[src/rtl/decode_pkg.sv]
// Shared encodings, control bundle and FSM state for the RV32 ID/EX decode stage.
package decode_pkg;

  localparam logic [6:0] OP_LUI    = 7'b0110111;
  localparam logic [6:0] OP_AUIPC  = 7'b0010111;
  localparam logic [6:0] OP_JAL    = 7'b1101111;
  localparam logic [6:0] OP_JALR   = 7'b1100111;
  localparam logic [6:0] OP_BRANCH = 7'b1100011;
  localparam logic [6:0] OP_LOAD   = 7'b0000011;
  localparam logic [6:0] OP_STORE  = 7'b0100011;
  localparam logic [6:0] OP_IMM    = 7'b0010011;
  localparam logic [6:0] OP_REG    = 7'b0110011;
  localparam logic [6:0] OP_FENCE  = 7'b0001111;
  localparam logic [6:0] OP_SYSTEM = 7'b1110011;

  localparam logic [2:0] IMM_I = 3'b000;
  localparam logic [2:0] IMM_S = 3'b001;
  localparam logic [2:0] IMM_B = 3'b010;
  localparam logic [2:0] IMM_U = 3'b011;
  localparam logic [2:0] IMM_J = 3'b100;
  localparam logic [2:0] IMM_C = 3'b101;

  localparam logic [2:0] ALU_R      = 3'b000;
  localparam logic [2:0] ALU_I      = 3'b001;
  localparam logic [2:0] ALU_ADD    = 3'b010;
  localparam logic [2:0] ALU_JALR   = 3'b011;
  localparam logic [2:0] ALU_B      = 3'b100;
  localparam logic [2:0] ALU_LUI    = 3'b101;
  localparam logic [2:0] ALU_MULDIV = 3'b110;

  localparam logic [1:0] BR_NONE = 2'b00;
  localparam logic [1:0] BR_JALR = 2'b01;
  localparam logic [1:0] BR_B    = 2'b10;
  localparam logic [1:0] BR_J    = 2'b11;

  // pc_to_reg_src: rd from the PC adder (pc+4 on jumps, pc+imm on AUIPC).
  // rd_src: rd from CSR read data. alu_src: operand B is the immediate.
  typedef struct packed {
    logic [2:0] imm_type;
    logic [2:0] alu_op;
    logic       pc_to_reg_src;
    logic       alu_src;
    logic       rd_src;
    logic       mem_read;
    logic       mem_write;
    logic       mem_to_reg;
    logic       reg_write;
    logic       csr_write;
    logic [1:0] branch;
    logic [2:0] funct3;
    logic       illegal;
  } ctrl_bundle_t;

  typedef enum logic [1:0] {ST_IDLE, ST_DRAIN, ST_ISSUE} fsm_state_e;

  // A bubble keeps the datapath fields but must never change architectural state.
  function automatic ctrl_bundle_t bubble(input ctrl_bundle_t b);
    ctrl_bundle_t r;
    r            = b;
    r.mem_read   = 1'b0;
    r.mem_write  = 1'b0;
    r.mem_to_reg = 1'b0;
    r.reg_write  = 1'b0;
    r.csr_write  = 1'b0;
    r.branch     = BR_NONE;
    r.illegal    = 1'b0;
    return r;
  endfunction

endpackage

[src/rtl/inst_decoder.sv]
// Combinational RV32I + SYSTEM decoder. Define DECODE_MEXT_EN to accept the
// M-extension encoding (OP with funct7=0000001) as MULDIV.
module inst_decoder
  import decode_pkg::*;
#(
  parameter int REG_W = 5
) (
  input  logic [31:0]      inst,
  output ctrl_bundle_t     ctrl,
  output logic [REG_W-1:0] rs1,
  output logic [REG_W-1:0] rs2,
  output logic [REG_W-1:0] rd,
  output logic             rs1_used,
  output logic             rs2_used,
  output logic             is_system
);

  logic [6:0] opcode;
  logic [2:0] funct3;
  logic [6:0] funct7;

  assign opcode = inst[6:0];
  assign funct3 = inst[14:12];
  assign funct7 = inst[31:25];
  assign rs1    = REG_W'(inst[19:15]);
  assign rs2    = REG_W'(inst[24:20]);
  assign rd     = REG_W'(inst[11:7]);

  always_comb begin
    ctrl        = '0;
    ctrl.funct3 = funct3;
    rs1_used    = 1'b0;
    rs2_used    = 1'b0;
    is_system   = 1'b0;
    case (opcode)
      OP_LUI: begin
        ctrl.imm_type = IMM_U; ctrl.alu_op = ALU_LUI; ctrl.alu_src = 1'b1; ctrl.reg_write = 1'b1;
      end
      OP_AUIPC: begin
        ctrl.imm_type = IMM_U; ctrl.alu_op = ALU_ADD; ctrl.pc_to_reg_src = 1'b1; ctrl.reg_write = 1'b1;
      end
      OP_JAL: begin
        ctrl.imm_type = IMM_J; ctrl.alu_op = ALU_ADD; ctrl.pc_to_reg_src = 1'b1;
        ctrl.reg_write = 1'b1; ctrl.branch = BR_J;
      end
      OP_JALR: begin
        ctrl.imm_type = IMM_I; ctrl.alu_op = ALU_JALR; ctrl.alu_src = 1'b1; ctrl.pc_to_reg_src = 1'b1;
        ctrl.reg_write = 1'b1; ctrl.branch = BR_JALR; rs1_used = 1'b1;
      end
      OP_BRANCH: begin
        ctrl.imm_type = IMM_B; ctrl.alu_op = ALU_B; ctrl.branch = BR_B;
        rs1_used = 1'b1; rs2_used = 1'b1;
      end
      OP_LOAD: begin
        ctrl.imm_type = IMM_I; ctrl.alu_op = ALU_ADD; ctrl.alu_src = 1'b1; ctrl.mem_read = 1'b1;
        ctrl.mem_to_reg = 1'b1; ctrl.reg_write = 1'b1; rs1_used = 1'b1;
      end
      OP_STORE: begin
        ctrl.imm_type = IMM_S; ctrl.alu_op = ALU_ADD; ctrl.alu_src = 1'b1; ctrl.mem_write = 1'b1;
        rs1_used = 1'b1; rs2_used = 1'b1;
      end
      OP_IMM: begin
        ctrl.imm_type = IMM_I; ctrl.alu_op = ALU_I; ctrl.alu_src = 1'b1; ctrl.reg_write = 1'b1;
        rs1_used = 1'b1;
        // Only the shift-immediates carry a funct7 field.
        if (funct3 == 3'b001 && funct7 != 7'b0000000) ctrl.illegal = 1'b1;
        if (funct3 == 3'b101 && funct7 != 7'b0000000 && funct7 != 7'b0100000) ctrl.illegal = 1'b1;
      end
      OP_REG: begin
        ctrl.alu_op = ALU_R; ctrl.reg_write = 1'b1; rs1_used = 1'b1; rs2_used = 1'b1;
        case (funct7)
          7'b0000000: ;
          7'b0100000: if (funct3 != 3'b000 && funct3 != 3'b101) ctrl.illegal = 1'b1;
`ifdef DECODE_MEXT_EN
          7'b0000001: ctrl.alu_op = ALU_MULDIV;
`endif
          default:    ctrl.illegal = 1'b1;
        endcase
      end
      OP_FENCE: ;
      OP_SYSTEM: begin
        is_system = 1'b1;
        if (funct3 == 3'b000 || funct3 == 3'b100) begin
          ctrl.illegal = 1'b1;
        end else begin
          ctrl.imm_type = IMM_C; ctrl.rd_src = 1'b1; ctrl.reg_write = 1'b1; ctrl.csr_write = 1'b1;
          rs1_used = ~funct3[2];
        end
      end
      default: ctrl.illegal = 1'b1;
    endcase
    if (ctrl.illegal) begin
      ctrl.reg_write  = 1'b0;
      ctrl.mem_read   = 1'b0;
      ctrl.mem_write  = 1'b0;
      ctrl.mem_to_reg = 1'b0;
      ctrl.csr_write  = 1'b0;
      ctrl.branch     = BR_NONE;
      rs1_used        = 1'b0;
      rs2_used        = 1'b0;
    end
  end

endmodule

[src/rtl/decode_ctrl_pipe.sv]
// ID/EX control register with load-use stall, flush, and SYSTEM serialisation.
// DECODE_MEXT_EN (decoder) enables MULDIV decode.
module decode_ctrl_pipe
  import decode_pkg::*;
#(
  parameter int DRAIN_CYCLES = 3,
  parameter int REG_W        = 5
) (
  input  logic             clk,
  input  logic             rst,
  input  logic             id_valid,
  input  logic [31:0]      id_inst,
  output logic             id_ready,
  input  logic             ex_ready,
  input  logic             flush,
  output logic             ex_valid,
  output logic [2:0]       ex_imm_type,
  output logic [2:0]       ex_alu_op,
  output logic             ex_pc_to_reg_src,
  output logic             ex_alu_src,
  output logic             ex_rd_src,
  output logic             ex_mem_read,
  output logic             ex_mem_write,
  output logic             ex_mem_to_reg,
  output logic             ex_reg_write,
  output logic             ex_csr_write,
  output logic [1:0]       ex_branch,
  output logic [REG_W-1:0] ex_rs1,
  output logic [REG_W-1:0] ex_rs2,
  output logic [REG_W-1:0] ex_rd,
  output logic [2:0]       ex_funct3,
  output logic             ex_illegal
);

  localparam logic [2:0] DRAIN_INIT = 3'(DRAIN_CYCLES - 1);

  ctrl_bundle_t     dec, ex_q;
  logic [REG_W-1:0] dec_rs1, dec_rs2, dec_rd;
  logic [REG_W-1:0] rs1_q, rs2_q, rd_q;
  logic             rs1_used, rs2_used, is_system;
  logic             vld_q, hazard, permit, accept;
  fsm_state_e       state;
  logic [2:0]       cnt;

  inst_decoder #(.REG_W(REG_W)) u_dec (
    .inst      (id_inst),
    .ctrl      (dec),
    .rs1       (dec_rs1),
    .rs2       (dec_rs2),
    .rd        (dec_rd),
    .rs1_used  (rs1_used),
    .rs2_used  (rs2_used),
    .is_system (is_system)
  );

  assign hazard = vld_q & ex_q.mem_read & (rd_q != '0) &
                  ((rs1_used & (dec_rs1 == rd_q)) | (rs2_used & (dec_rs2 == rd_q)));

  always_comb begin
    permit = 1'b0;
    unique case (state)
      ST_IDLE:  permit = ~(id_valid & is_system);
      ST_DRAIN: permit = 1'b0;
      ST_ISSUE: permit = 1'b1;
      default:  permit = 1'b0;
    endcase
  end

  assign id_ready = ~rst & ex_ready & ~flush & ~hazard & permit;
  assign accept   = id_valid & id_ready;

  always_ff @(posedge clk or posedge rst) begin
    if (rst) begin
      vld_q <= 1'b0;
      ex_q  <= '0;
      rs1_q <= '0;
      rs2_q <= '0;
      rd_q  <= '0;
      state <= ST_IDLE;
      cnt   <= '0;
    end else if (flush) begin
      vld_q <= 1'b0;
      ex_q  <= bubble(ex_q);
      state <= ST_IDLE;
      cnt   <= '0;
    end else if (ex_ready) begin
      vld_q <= accept;
      ex_q  <= accept ? dec : bubble(dec);
      rs1_q <= dec_rs1;
      rs2_q <= dec_rs2;
      rd_q  <= dec_rd;
      // Drain counts only ex_ready cycles, so each step here is one bubble.
      unique case (state)
        ST_IDLE: if (id_valid && is_system) begin
          cnt   <= DRAIN_INIT;
          state <= (DRAIN_INIT == 3'd0) ? ST_ISSUE : ST_DRAIN;
        end
        ST_DRAIN: if (cnt == 3'd1) begin
          cnt   <= '0;
          state <= ST_ISSUE;
        end else begin
          cnt   <= cnt - 3'd1;
        end
        ST_ISSUE: if (accept) state <= ST_IDLE;
        default:  state <= ST_IDLE;
      endcase
    end
  end

  assign ex_valid         = vld_q;
  assign ex_imm_type      = ex_q.imm_type;
  assign ex_alu_op        = ex_q.alu_op;
  assign ex_pc_to_reg_src = ex_q.pc_to_reg_src;
  assign ex_alu_src       = ex_q.alu_src;
  assign ex_rd_src        = ex_q.rd_src;
  assign ex_mem_read      = ex_q.mem_read;
  assign ex_mem_write     = ex_q.mem_write;
  assign ex_mem_to_reg    = ex_q.mem_to_reg;
  assign ex_reg_write     = ex_q.reg_write;
  assign ex_csr_write     = ex_q.csr_write;
  assign ex_branch        = ex_q.branch;
  assign ex_funct3        = ex_q.funct3;
  assign ex_illegal       = ex_q.illegal;
  assign ex_rs1           = rs1_q;
  assign ex_rs2           = rs2_q;
  assign ex_rd            = rd_q;

endmodule

[config.mk]
export PLATFORM = sky130hd
export DESIGN_NAME = decode_ctrl_pipe
export DESIGN_NICKNAME = d
export VERILOG_FILES = /design/src/rtl/decode_pkg.sv /design/src/rtl/inst_decoder.sv /design/src/rtl/decode_ctrl_pipe.sv
export SDC_FILE = /design/constraint.sdc
export NUM_CORES = 1
export LEC_CHECK = 0
export ABC_AREA = 1
export CAP_MARGIN = 0
export CORE_UTILIZATION = 57
export CTS_CLUSTER_DIAMETER = 150
export DETAILED_ROUTE_END_ITERATION = 16
export DONT_BUFFER_PORTS = 1
export MAX_ROUTING_LAYER = met4
export PLACE_DENSITY = 0.85
export SYNTH_ARGS = -nofsm -noshare
export SYNTH_HDL_FRONTEND = slang
export SYNTH_SLANG_ARGS = --single-unit
[constraint.sdc]
create_clock -name clk -period 1.6 [get_ports clk]
set_input_delay 0.4 -clock clk [delete_from_list [all_inputs] [get_ports clk]]
set_output_delay 0.4 -clock clk [all_outputs]
set_load 0.05 [all_outputs]
==> results.py, run 1 <==
metrics = {
    "yosys": {
        "syn_area_sq_mm": 0.00224,
        "seq_area_frac_synth_pct": 44.6,
        "ys_ff_latch": 40,
        "yosysWarnings": 0,
        "netlist_instances": 306,
        "syn_nets": 345,
        "synth.distinct_cells": 30,
        "syn-mean-instance-area_sq_um": 7.34,
    },
    "clock_network": {
        "cts_tree": "done",
        "ctsHoldBuffers": 0,
        "buffer_type_at_the_clock_tree_root": "sky130_fd_sc_hd__clkbuf_8",
        "cts-htree-levels": 2,
        "cts_buffers": 5,
        "clkTransAtPathRegs_ns": 0.08,
        "max-clock-path-buffers": 2,
        "clkLatencyLatePin_ns": 0.29,
        "cts.sink_count": 40,
    },
    "layout": {
        "most_frequent_cells_in_the_layout": "sky130_fd_sc_hd__nand2_1 (99), sky130_fd_sc_hd__buf_4 (41), sky130_fd_sc_hd__dfrtp_1 (35), sky130_fd_sc_hd__inv_1 (30), sky130_fd_sc_hd__nor2_1 (22)",
        "layout.area.seq_sq_mm": 0.00101,
        "num-nets-final": 393,
        "antenna_cells": 0,
        "final_layout_size_suffix_gt1_share_pct": 29.9,
        "mostFrequentLayoutCell": "sky130_fd_sc_hd__nand2_1",
        "nFillCells": 244,
        "post-route-util_pct": 79.6,
        "final_cell_count_no_fill": 403,
        "area_growth_syn_to_layout_pct": 31.7,
        "multi_input_area_sq_mm": 0.00117,
    },
    "die": {
        "floorplan.die_area_sq_mm": 0.00419,
        "rows": 22,
        "boundaryPins": 74,
        "die_w_microns": 64.8,
        "floorplan.die.height_microns": 64.8,
        "initial_utilization_pct": 60.4,
        "core_area_sq_mm": 0.00372,
    },
    "routing": {
        "route.vias.total": 2179,
        "via_per_inst": 5.41,
        "detail_route.iter0.violations": 179,
        "drt_antenna_net_count": 0,
        "first_pass_iteration_count_of_the_detailed_router": 4,
        "drt-total-wl_microns": 6050,
        "detail_route.wl_per_cell_microns": 15.0,
        "route.detailed.drc": 0,
    },
    "placed_design": {
        "dpl.cell_count": 388,
        "place.gp.congestion": 1.02,
        "place.detailed.hpwl_microns": 4240,
        "io_buffers": 0,
    },
    "timing": {
        "rsz0062_at_grt": "true",
        "slew-limit-headroom_pct": 65.6,
        "report.final.hold_viol_count": 0,
        "tightest_slew_ns": 0.516,
        "fin_worst_skew_ns": 0.00714,
        "drv_slew": 0,
        "maxClockFrequency_ghz": 0.480,
        "final_min_period_over_clock_period_pct": 130,
        "worst_slack_ns": -0.484,
        "final.min_clock_period_ns": 2.08,
        "finalSetupViolCount": 11,
    },
    "worst_setup_path": {
        "r2r_cells": 15,
        "rrSetupSlack_ns": -0.42,
        "critical_path_peak_fanout": 5,
        "cp_data_arrival_time_ns": 1.68,
        "setup.worst_path.class": "reg -> out",
        "crit-reg2reg-launch": "ex_rd[3]",
        "timing.rr.end": "state[1]",
        "critical_path_required_ns": 1.20,
        "critical_path.startpoint_type": "register",
        "worst_setup_path_end_kind": "primary output",
    },
    "grt": {
        "grt_max_degree": 41,
        "track_usage_pct": 31.2,
        "first_global_vias": 2216,
        "grt_antenna_before_repair": 0,
        "gr-total-overflow": 0,
        "grt_pass1_wl_microns": 9650,
    },
    "pwr": {
        "leakage_nw": 1.52,
        "ir_worst_vdd_mv": 0.477,
        "power_per_unit_of_standard_cell_area_mw_per_mm2": 1120,
    },
    "run": {
        "max_cap_violations": 0,
    },
    "status": {
        "run_status": "finished with violations",
        "violations": "setup timing",
    },
    "hold_path": {
        "hold_path.class": "in -> async",
    },
}
## worst max path at each step
stage / start / cells after the start / end
after floorplan: id_inst[3] / 11 / id_ready
after global placement: id_inst[3] / 12 / id_ready
after detailed placement: id_inst[3] / 12 / id_ready
after CTS: ex_rd[2] / 10 / id_ready
after global routing: ex_rd[2] / 10 / id_ready
final: ex_rd[3] / 7 / id_ready
## power by group
| part | switching, mW | total [mW] | internal, mW |
|---|---|---|---|
| logic | 0.456 | 0.750 | 0.295 |
| registers | 0.298 | 1.43 | 1.13 |
| clock network | 0.351 | 1.13 | 0.780 |
| total | 1.10 | 3.31 | 2.21 |
## cell type report
class / count / share of cell area, %
Multi-Input combinational cell: 220 / 39.5
Sequential cell: 40 / 34.1
Timing Repair Buffer: 47 / 13.0
Inverter: 40 / 6.01
Clock inverter: 3 / 3.05
Clock buffer: 5 / 2.33
Tap cell: 48 / 2.03
## metrics by stage
| step | area [sq um] | total power [mW] | hold WS, ns | TNS (ns) | setup slack [ns] |
|---|---|---|---|---|---|
| after global placement | 2670 | 2.12 | 0.437 | -1.25 | -0.221 |
| after CTS | 2900 | 3.30 | 0.132 | -2.63 | -0.474 |
| final | 2960 | 3.31 | 0.108 | -3.63 | -0.484 |
| after detailed placement | 2670 | 2.15 | 0.445 | -1.62 | -0.243 |
| after floorplan | 2320 | 1.93 | 0.463 | -0.305 | -0.212 |
| after global routing | 2960 | 3.46 | 0.150 | -4.74 | -0.574 |
## sequential cells by signal (all words and copies together), names as in the netlist
register	cells
ex_pc_to_reg_src	1
ex_funct3	3
ex_alu_op	3
ex_rd_src	1
cnt	3
ex_illegal	1
ex_valid	1
ex_rs1	5
state	2
ex_rd	5
ex_reg_write	1
ex_mem_write	1
ex_mem_read	1
ex_imm_type	3
ex_csr_write	1
ex_alu_src	1
ex_branch	2
ex_rs2	5
## cells by family (layout without fill, tap and decap cells)
logic type	after synthesis	count (layout)	synth area share, %
AOI/OAI and AO/OA	41	41	10.0
adders and majority gates	2	2	1.11
DFF	40	40	44.6
xor gates and xnor gates	4	4	1.56
buffers and inverters	46	95	7.92
and+or+nand+nor	173	173	34.8
## metal layers
layer | global-route usage, % | wire length [microns] | share of wire (%)
met1 | 32.5 | 2350 | 39
met2 | 55.9 | 3170 | 52
met3 | 5.46 | 381 | 6.3
met4 | 16.1 | 148 | 2.4
met5 | - | 0 | 0
## synth_stat cells (all sizes together)
| cell type | n | area (sq um) |
|---|---|---|
| nand2 | 114 | 453 |
| dfrtp | 40 | 1000 |
| inv | 38 | 143 |
| nor2 | 32 | 176 |
| o21ai | 29 | 145 |
| nand3 | 18 | 103 |
| a21oi | 7 | 42.5 |
| nor3 | 6 | 30.0 |
| clkbuf | 5 | 18.8 |
| xnor2 | 3 | 26.3 |
| clkinv | 2 | 8.75 |
| ha | 2 | 25.0 |
| nand4 | 2 | 12.5 |
| a21o | 1 | 7.51 |
| a31oi | 1 | 6.26 |
| a41oi | 1 | 8.76 |
| buf | 1 | 7.51 |
| o211ai | 1 | 7.51 |
| o31ai | 1 | 7.51 |
| or2 | 1 | 6.26 |
| xor2 | 1 | 8.76 |
## timing repair
item	4_1_cts	5_1_grt
buffers inserted	6	1
gates resized for setup	10	14
pin swaps	7	3
endpoints found under the setup margin	11	11
## critical path: stages, from the launching register on
cell and delay, ns:
sky130_fd_sc_hd__dfrtp_2 0.45, sky130_fd_sc_hd__xnor2_2 0.14, sky130_fd_sc_hd__nand3_1 0.11, sky130_fd_sc_hd__nor2_1 0.15, sky130_fd_sc_hd__nand2_1 0.11, sky130_fd_sc_hd__a21oi_4 0.17
sky130_fd_sc_hd__a21oi_4 0.08, sky130_fd_sc_hd__buf_12 0.16
No activity file was read; power rests on OpenSTA's default activity.
==> run 2, diff against run 1 <==
Settings changed: CELL_PAD_IN_SITES_DETAIL_PLACEMENT set to 0, CELL_PAD_IN_SITES_GLOBAL_PLACEMENT set to 1, CORE_UTILIZATION 57 to 40, PLACE_DENSITY 0.85 to 0.72.
==> run 2 against run 1 <==
Compared with the run above:
- final cell count increased by 7.7%
- cell area increased by 2.5%
- largest cell class unchanged
- die area increased by 41%
- largest power group unchanged
- non-clock buffer count increased by 9
- core utilization decreased by 22 points
- worst setup slack got worse by 0.041 ns
- clock skew increased by 0.0053 ns
- highest routed layer unchanged
- the run still ends with setup timing left
- sequential power about the same
- flip-flop and latch count unchanged
==> results.py, run 2 (synthesis results as in run 1) <==
metrics = {
    "die": {
        "boundaryPins": 74,
        "rows": 26,
        "initial_utilization_pct": 42.6,
        "die_w_microns": 76.9,
        "floorplan.die.height_microns": 76.9,
        "core_area_sq_mm": 0.00527,
        "floorplan.die_area_sq_mm": 0.00592,
    },
    "worst_setup_path": {
        "critPathTopFamily": "simple AND/OR/NAND/NOR gates",
        "crit_path_cell_trace": "inv_2, nand2_2, nand2_2, nor2_2, nand2_1, nor2_2, nand2_1, a21oi_2, a21oi_4, buf_12",
        "setup.worst_path.class": "reg -> out",
        "cell_at_the_slowest_stage_of_the_critical_path": "sky130_fd_sc_hd__dfrtp_2",
        "critical_path_required_ns": 1.20,
        "critical_path.startpoint_type": "register",
        "critical_path.n_buffers_inverters": 2,
        "worst_setup_path_end_kind": "primary output",
        "cp_data_arrival_time_ns": 1.73,
        "cp_slowest_stage_delay_ns": 0.42,
        "critical_path_peak_fanout": 5,
    },
    "layout": {
        "mostFrequentLayoutCell": "sky130_fd_sc_hd__nand2_1",
        "post-route-util_pct": 57.5,
        "layout.area.seq_sq_mm": 0.00101,
        "most_frequent_cells_in_the_layout": "sky130_fd_sc_hd__nand2_1 (97), sky130_fd_sc_hd__buf_4 (52), sky130_fd_sc_hd__dfrtp_1 (35), sky130_fd_sc_hd__inv_1 (30)",
        "antenna_cells": 0,
        "num-nets-final": 402,
        "final_layout_size_suffix_gt1_share_pct": 34.1,
        "area_growth_syn_to_layout_pct": 35.0,
        "nFillCells": 522,
        "multi_input_area_sq_mm": 0.00120,
    },
    "clock_network": {
        "clkTransAtPathRegs_ns": 0.09,
        "cts-htree-levels": 2,
        "max-clock-path-buffers": 2,
        "buffer_type_at_the_clock_tree_root": "sky130_fd_sc_hd__clkbuf_8",
        "ctsHoldBuffers": 0,
        "cts_buffers": 5,
        "clkLatencyLatePin_ns": 0.30,
        "cts.sink_count": 40,
        "cts_tree": "done",
    },
    "routing": {
        "route.vias.total": 2038,
        "route.detailed.drc": 0,
        "first_pass_iteration_count_of_the_detailed_router": 4,
        "drt-total-wl_microns": 5570,
        "drt_antenna_net_count": 0,
        "detail_route.wl_per_cell_microns": 12.8,
        "via_per_inst": 4.70,
        "detail_route.iter0.violations": 107,
    },
    "timing": {
        "rsz0062_at_grt": "true",
        "final.min_clock_period_ns": 2.13,
        "worst_hold_slack_ns": 0.122,
        "worst_slack_ns": -0.526,
        "maxClockFrequency_ghz": 0.470,
        "final_min_period_over_clock_period_pct": 133,
        "report.final.hold_viol_count": 0,
        "drv_slew": 0,
        "slew-limit-headroom_pct": 64.7,
        "finalSetupViolCount": 11,
        "fin_worst_skew_ns": 0.0124,
        "tightest_slew_ns": 0.530,
    },
    "pwr": {
        "ir_worst_vdd_mv": 0.473,
        "power_per_unit_of_standard_cell_area_mw_per_mm2": 1010,
        "leakage_nw": 1.55,
    },
    "grt": {
        "first_global_vias": 2064,
        "track_usage_pct": 21.2,
        "gr-total-overflow": 0,
        "grt_max_degree": 41,
        "grt_pass1_wl_microns": 9580,
        "grt_antenna_before_repair": 0,
    },
    "placed_design": {
        "place.detailed.hpwl_microns": 4270,
        "io_buffers": 0,
        "place.gp.congestion": 0.865,
    },
    "status": {
        "violations": "setup timing",
        "run_status": "finished with violations",
    },
    "hold_path": {
        "hold_path.class": "in -> async",
    },
    "run": {
        "max_cap_violations": 0,
    },
}
[run 2: changes by cell type in the layout (fill, tap and decap cells not counted), sizes merged]
cell | before | now
bufinv | 3 | 1
clkbuf | 5 | 6
clkinv | 2 | 3
buf | 47 | 56
[run 2: area by class of cell]
| cell class | instances | area share [%] |
|---|---|---|
| inverter | 40 | 5.87 |
| clock buffer | 6 | 2.40 |
| clock inverter | 2 | 1.16 |
| timing repair buffer | 56 | 15.0 |
| multi-input combinational | 220 | 39.5 |
| sequential | 40 | 33.3 |
| tap | 70 | 2.89 |
[run 2: stage by stage]
| step | power, mW | std cells | worst slack (ns) | setup TNS [ns] | instance area (sq um) |
|---|---|---|---|---|---|
| global route | 3.23 | 434 | -0.598 | -3.16 | 3030 |
| CTS | 3.03 | 432 | -0.494 | -1.46 | 2950 |
| floorplan | 1.93 | 306 | -0.212 | -0.305 | 2320 |
| global placement | 2.17 | 418 | -0.243 | -2.00 | 2750 |
| detailed placement | 2.18 | 418 | -0.275 | -2.22 | 2750 |
| finish | 3.05 | 434 | -0.526 | -2.30 | 3030 |
[run 2: per-layer routing]
metal	GRT usage, %	part of all wire (%)
met4	7.31	1.9
met2	35.4	49
met1	24.5	44
met3	5.36	5.3
met5	-	0
[run 2: worst paths after layout]
path | startpoint | end | slack (ns) | cells past startpoint
max | ex_rd[2] | id_ready | -0.53 | 10
min | rst | ex_mem_write | 0.12 | 2
max reg2reg | ex_rd[2] | state[1] | -0.23 | 15
min reg2reg | cnt[2] | cnt[2] | 0.57 | 2
max in group asynchronous | rst | ex_rd[2] | 1.10 | 2
min in group clk | id_inst[11] | ex_rd[4] | 0.21 | 2
[run 2: repair_timing]
| item | CTS | global route |
|---|---|---|
| setup endpoints to repair | 11 | 14 |
| buffers inserted | 6 | 3 |
| pin swaps | 5 | 12 |
| gates resized for setup | 14 | 18 |
[run 2: report_power, final]
group	switching, mW	internal, mW	leakage, nW	total [mW]
logic	0.460	0.344	0.985	0.804
clock network	0.352	0.463	0.0552	0.815
registers	0.294	1.13	0.514	1.43
total	1.11	1.94	1.55	3.05
==> run 3, diff against run 2 <==
Settings changed: CORE_UTILIZATION 40 to 41, PLACE_DENSITY 0.72 to 0.73, SYNTH_HIERARCHICAL set to 1.
==> run 3 against run 2 <==
Compared with the run above:
- the flow still finishes with violations (setup timing)
- flip-flop and latch count is 1 higher
- critical path depth is 2 higher
- register-to-register slack better by 0.17 ns
- routed wire length is 1.5% higher
- sequential share of layout area is 1.1 points lower
- count of clock-buffer cells in the layout stayed put
- largest cell class unchanged
- highest routed layer unchanged
==> results.py, run 3 <==
metrics = {
    "grt": {
        "grt_antenna_before_repair": 0,
        "track_usage_pct": 19.2,
        "first_global_vias": 2051,
        "gr-total-overflow": 0,
        "grt_max_degree": 42,
        "grt_pass1_wl_microns": 9200,
    },
    "yosys": {
        "synth-main-ff-cell": "sky130_fd_sc_hd__dfrtp_1",
        "seq_area_frac_synth_pct": 41.0,
        "yosysWarnings": 6,
        "synthArstFlopShare_pct": 100,
        "ys_top_cells_by_count": "sky130_fd_sc_hd__nand2_1 (89), sky130_fd_sc_hd__dfrtp_1 (41), sky130_fd_sc_hd__inv_1 (39)",
        "netlist_instances": 324,
        "netlist.top_cell.by_area": "sky130_fd_sc_hd__dfrtp_1",
        "syn_area_sq_mm": 0.00250,
        "syn-mean-instance-area_sq_um": 7.73,
        "synth_top_area_cells": "sky130_fd_sc_hd__dfrtp_1 (41%), sky130_fd_sc_hd__nand2_1 (13%), sky130_fd_sc_hd__inv_1 (5.8%)",
        "synth.distinct_cells": 31,
        "synth_enable_flop_cells": 0,
        "ys_ff_latch": 41,
        "yosys.cell_count.top_type": "sky130_fd_sc_hd__nand2_1",
        "synth_top_area_share_pct": 41.0,
        "syn_nets": 363,
    },
    "worst_setup_path": {
        "critical_path_peak_fanout": 3,
        "setup.worst_path.class": "in -> out",
        "critical_path.startpoint_type": "input port",
        "critical_path_required_ns": 1.20,
        "worst_setup_path_end_kind": "primary output",
        "cp_data_arrival_time_ns": 1.75,
    },
    "status": {
        "violations": "setup timing",
        "run_status": "finished with violations",
    },
    "timing": {
        "final_min_period_over_clock_period_pct": 134,
        "report.final.hold_viol_count": 0,
        "rsz0062_at_grt": "true",
        "worst_hold_slack_ns": 0.0423,
        "maxClockFrequency_ghz": 0.465,
        "tightest_slew_ns": 0.492,
        "final.min_clock_period_ns": 2.15,
        "drv_slew": 0,
        "slew-limit-headroom_pct": 67.2,
        "worst_slack_ns": -0.549,
        "fin_worst_skew_ns": 0.00685,
        "finalSetupViolCount": 12,
    },
    "routing": {
        "route.detailed.drc": 0,
        "via_per_inst": 4.69,
        "route.vias.total": 2041,
        "detail_route.wl_per_cell_microns": 13.0,
        "first_pass_iteration_count_of_the_detailed_router": 4,
        "drt-total-wl_microns": 5650,
        "detail_route.iter0.violations": 88,
        "drt_antenna_net_count": 0,
    },
    "placed_design": {
        "placed_area_sq_mm": 0.00286,
        "place.gp.congestion": 0.932,
        "dp_slack_ns": -0.568,
        "io_buffers": 0,
        "place.detailed.hpwl_microns": 4260,
    },
    "hold_path": {
        "hold_path.class": "in -> async",
    },
    "pwr": {
        "leakage_nw": 1.65,
        "power_per_unit_of_standard_cell_area_mw_per_mm2": 881,
        "ir_worst_vdd_mv": 0.412,
    },
    "clock_network": {
        "cts.sink_count": 41,
        "max-clock-path-buffers": 2,
        "clkLatencyLatePin_ns": 0.30,
        "ctsHoldBuffers": 0,
        "cts-htree-levels": 2,
        "cts_buffers": 5,
        "clkTransAtPathRegs_ns": 0.08,
        "cts_tree": "done",
        "buffer_type_at_the_clock_tree_root": "sky130_fd_sc_hd__clkbuf_8",
    },
    "die": {
        "floorplan.die.height_microns": 80.1,
        "core_area_sq_mm": 0.00592,
        "initial_utilization_pct": 42.3,
        "die_w_microns": 80.1,
        "boundaryPins": 74,
        "floorplan.die_area_sq_mm": 0.00642,
        "rows": 28,
    },
    "layout": {
        "most_frequent_cells_in_the_layout": "sky130_fd_sc_hd__nand2_1 (77), sky130_fd_sc_hd__buf_4 (44), sky130_fd_sc_hd__dfrtp_1 (41), sky130_fd_sc_hd__inv_1 (34), sky130_fd_sc_hd__nor2_1 (29)",
        "final_area_sq_mm": 0.00319,
        "mostFrequentLayoutCell": "sky130_fd_sc_hd__nand2_1",
        "num-nets-final": 398,
        "final_layout_size_suffix_gt1_share_pct": 38.6,
        "antenna_cells": 0,
        "area_growth_syn_to_layout_pct": 27.4,
    },
    "run": {
        "max_cap_violations": 0,
    },
}
[run 3: cell families after synthesis]
group	after synthesis	share of synthesized area [%]
mux	13	5.85
xor+xnor	1	0.350
compound gates	34	7.90
buf+inv	67	13.0
fa+ha+maj	2	0.999
flops	41	41.0
simple gates	166	30.9
[run 3: stage by stage]
step / total power, mW / std cells / TNS (ns) / utilization [%]
after floorplan: 1.93 / 324 / -3.39 / -
after global placement: 2.10 / 418 / -5.63 / 48.3
after detailed placement: 2.11 / 418 / -6.01 / 48.3
after CTS: 2.83 / 433 / -2.38 / 52.6
after global routing: 3.00 / 435 / -4.79 / 53.9
final: 2.81 / 435 / -3.52 / 53.9
[run 3: final timing paths]
check                          endpoint         from  slack, ns  depth (start not counted)
hold reg to reg                  cnt[2]       cnt[2]       0.58                          2
hold / removal                 state[1]          rst       0.04                          2
min in group clk           ex_funct3[0]  id_inst[12]       0.25                          1
setup reg to reg           ex_branch[1]     ex_rd[3]      -0.06                         12
setup / recovery               id_ready  id_inst[27]      -0.55                         12
max in group asynchronous    ex_alu_src          rst       1.36                          2
[run 3: repair_timing]
item,4_1_cts,5_1_grt
endpoints found under the setup margin,13,15
setup buffers,6,2
hold endpoints to repair,0,0
gates resized for setup,26,17
pin swaps,6,18
gates cloned,1,0
[run 3: layer usage]
metal  vias up  track usage [%]  share of wire [%]
met1       925             23.2                 44
li1       1053                -                  -
met5         -                -                  0
met2        58             32.1                 49
met4         0             5.54                1.1
met3         5             4.55                6.2
[run 3: final cells by class]
| class | count | area [sq um] |
|---|---|---|
| Fill cell | 564 | 2730 |
| Timing Repair Buffer | 52 | 472 |
| Clock inverter | 2 | 10.0 |
| Tap cell | 75 | 93.8 |
| Inverter | 43 | 205 |
| Sequential cell | 41 | 1030 |
| Multi-Input combinational cell | 216 | 1310 |
| Clock buffer | 6 | 72.6 |
[run 3: critical path, cell delays in order]
cell and delay (ns):
sky130_fd_sc_hd__nor2_4 0.08, sky130_fd_sc_hd__nand2_2 0.06, sky130_fd_sc_hd__or3b_4 0.37, sky130_fd_sc_hd__nand2_2 0.09, sky130_fd_sc_hd__nand3_4 0.08, sky130_fd_sc_hd__nor2_2 0.11
sky130_fd_sc_hd__nand2_1 0.05, sky130_fd_sc_hd__nor2_1 0.09, sky130_fd_sc_hd__nand3_1 0.09, sky130_fd_sc_hd__nand2_2 0.11, sky130_fd_sc_hd__a21boi_4 0.06, sky130_fd_sc_hd__buf_12 0.15
[run 3: where the power goes]
part           leakage, nW  internal (mW)  switching, mW
Sequential           0.528           1.15          0.275
Combinational         1.07          0.303          0.416
Clock               0.0450          0.303          0.364
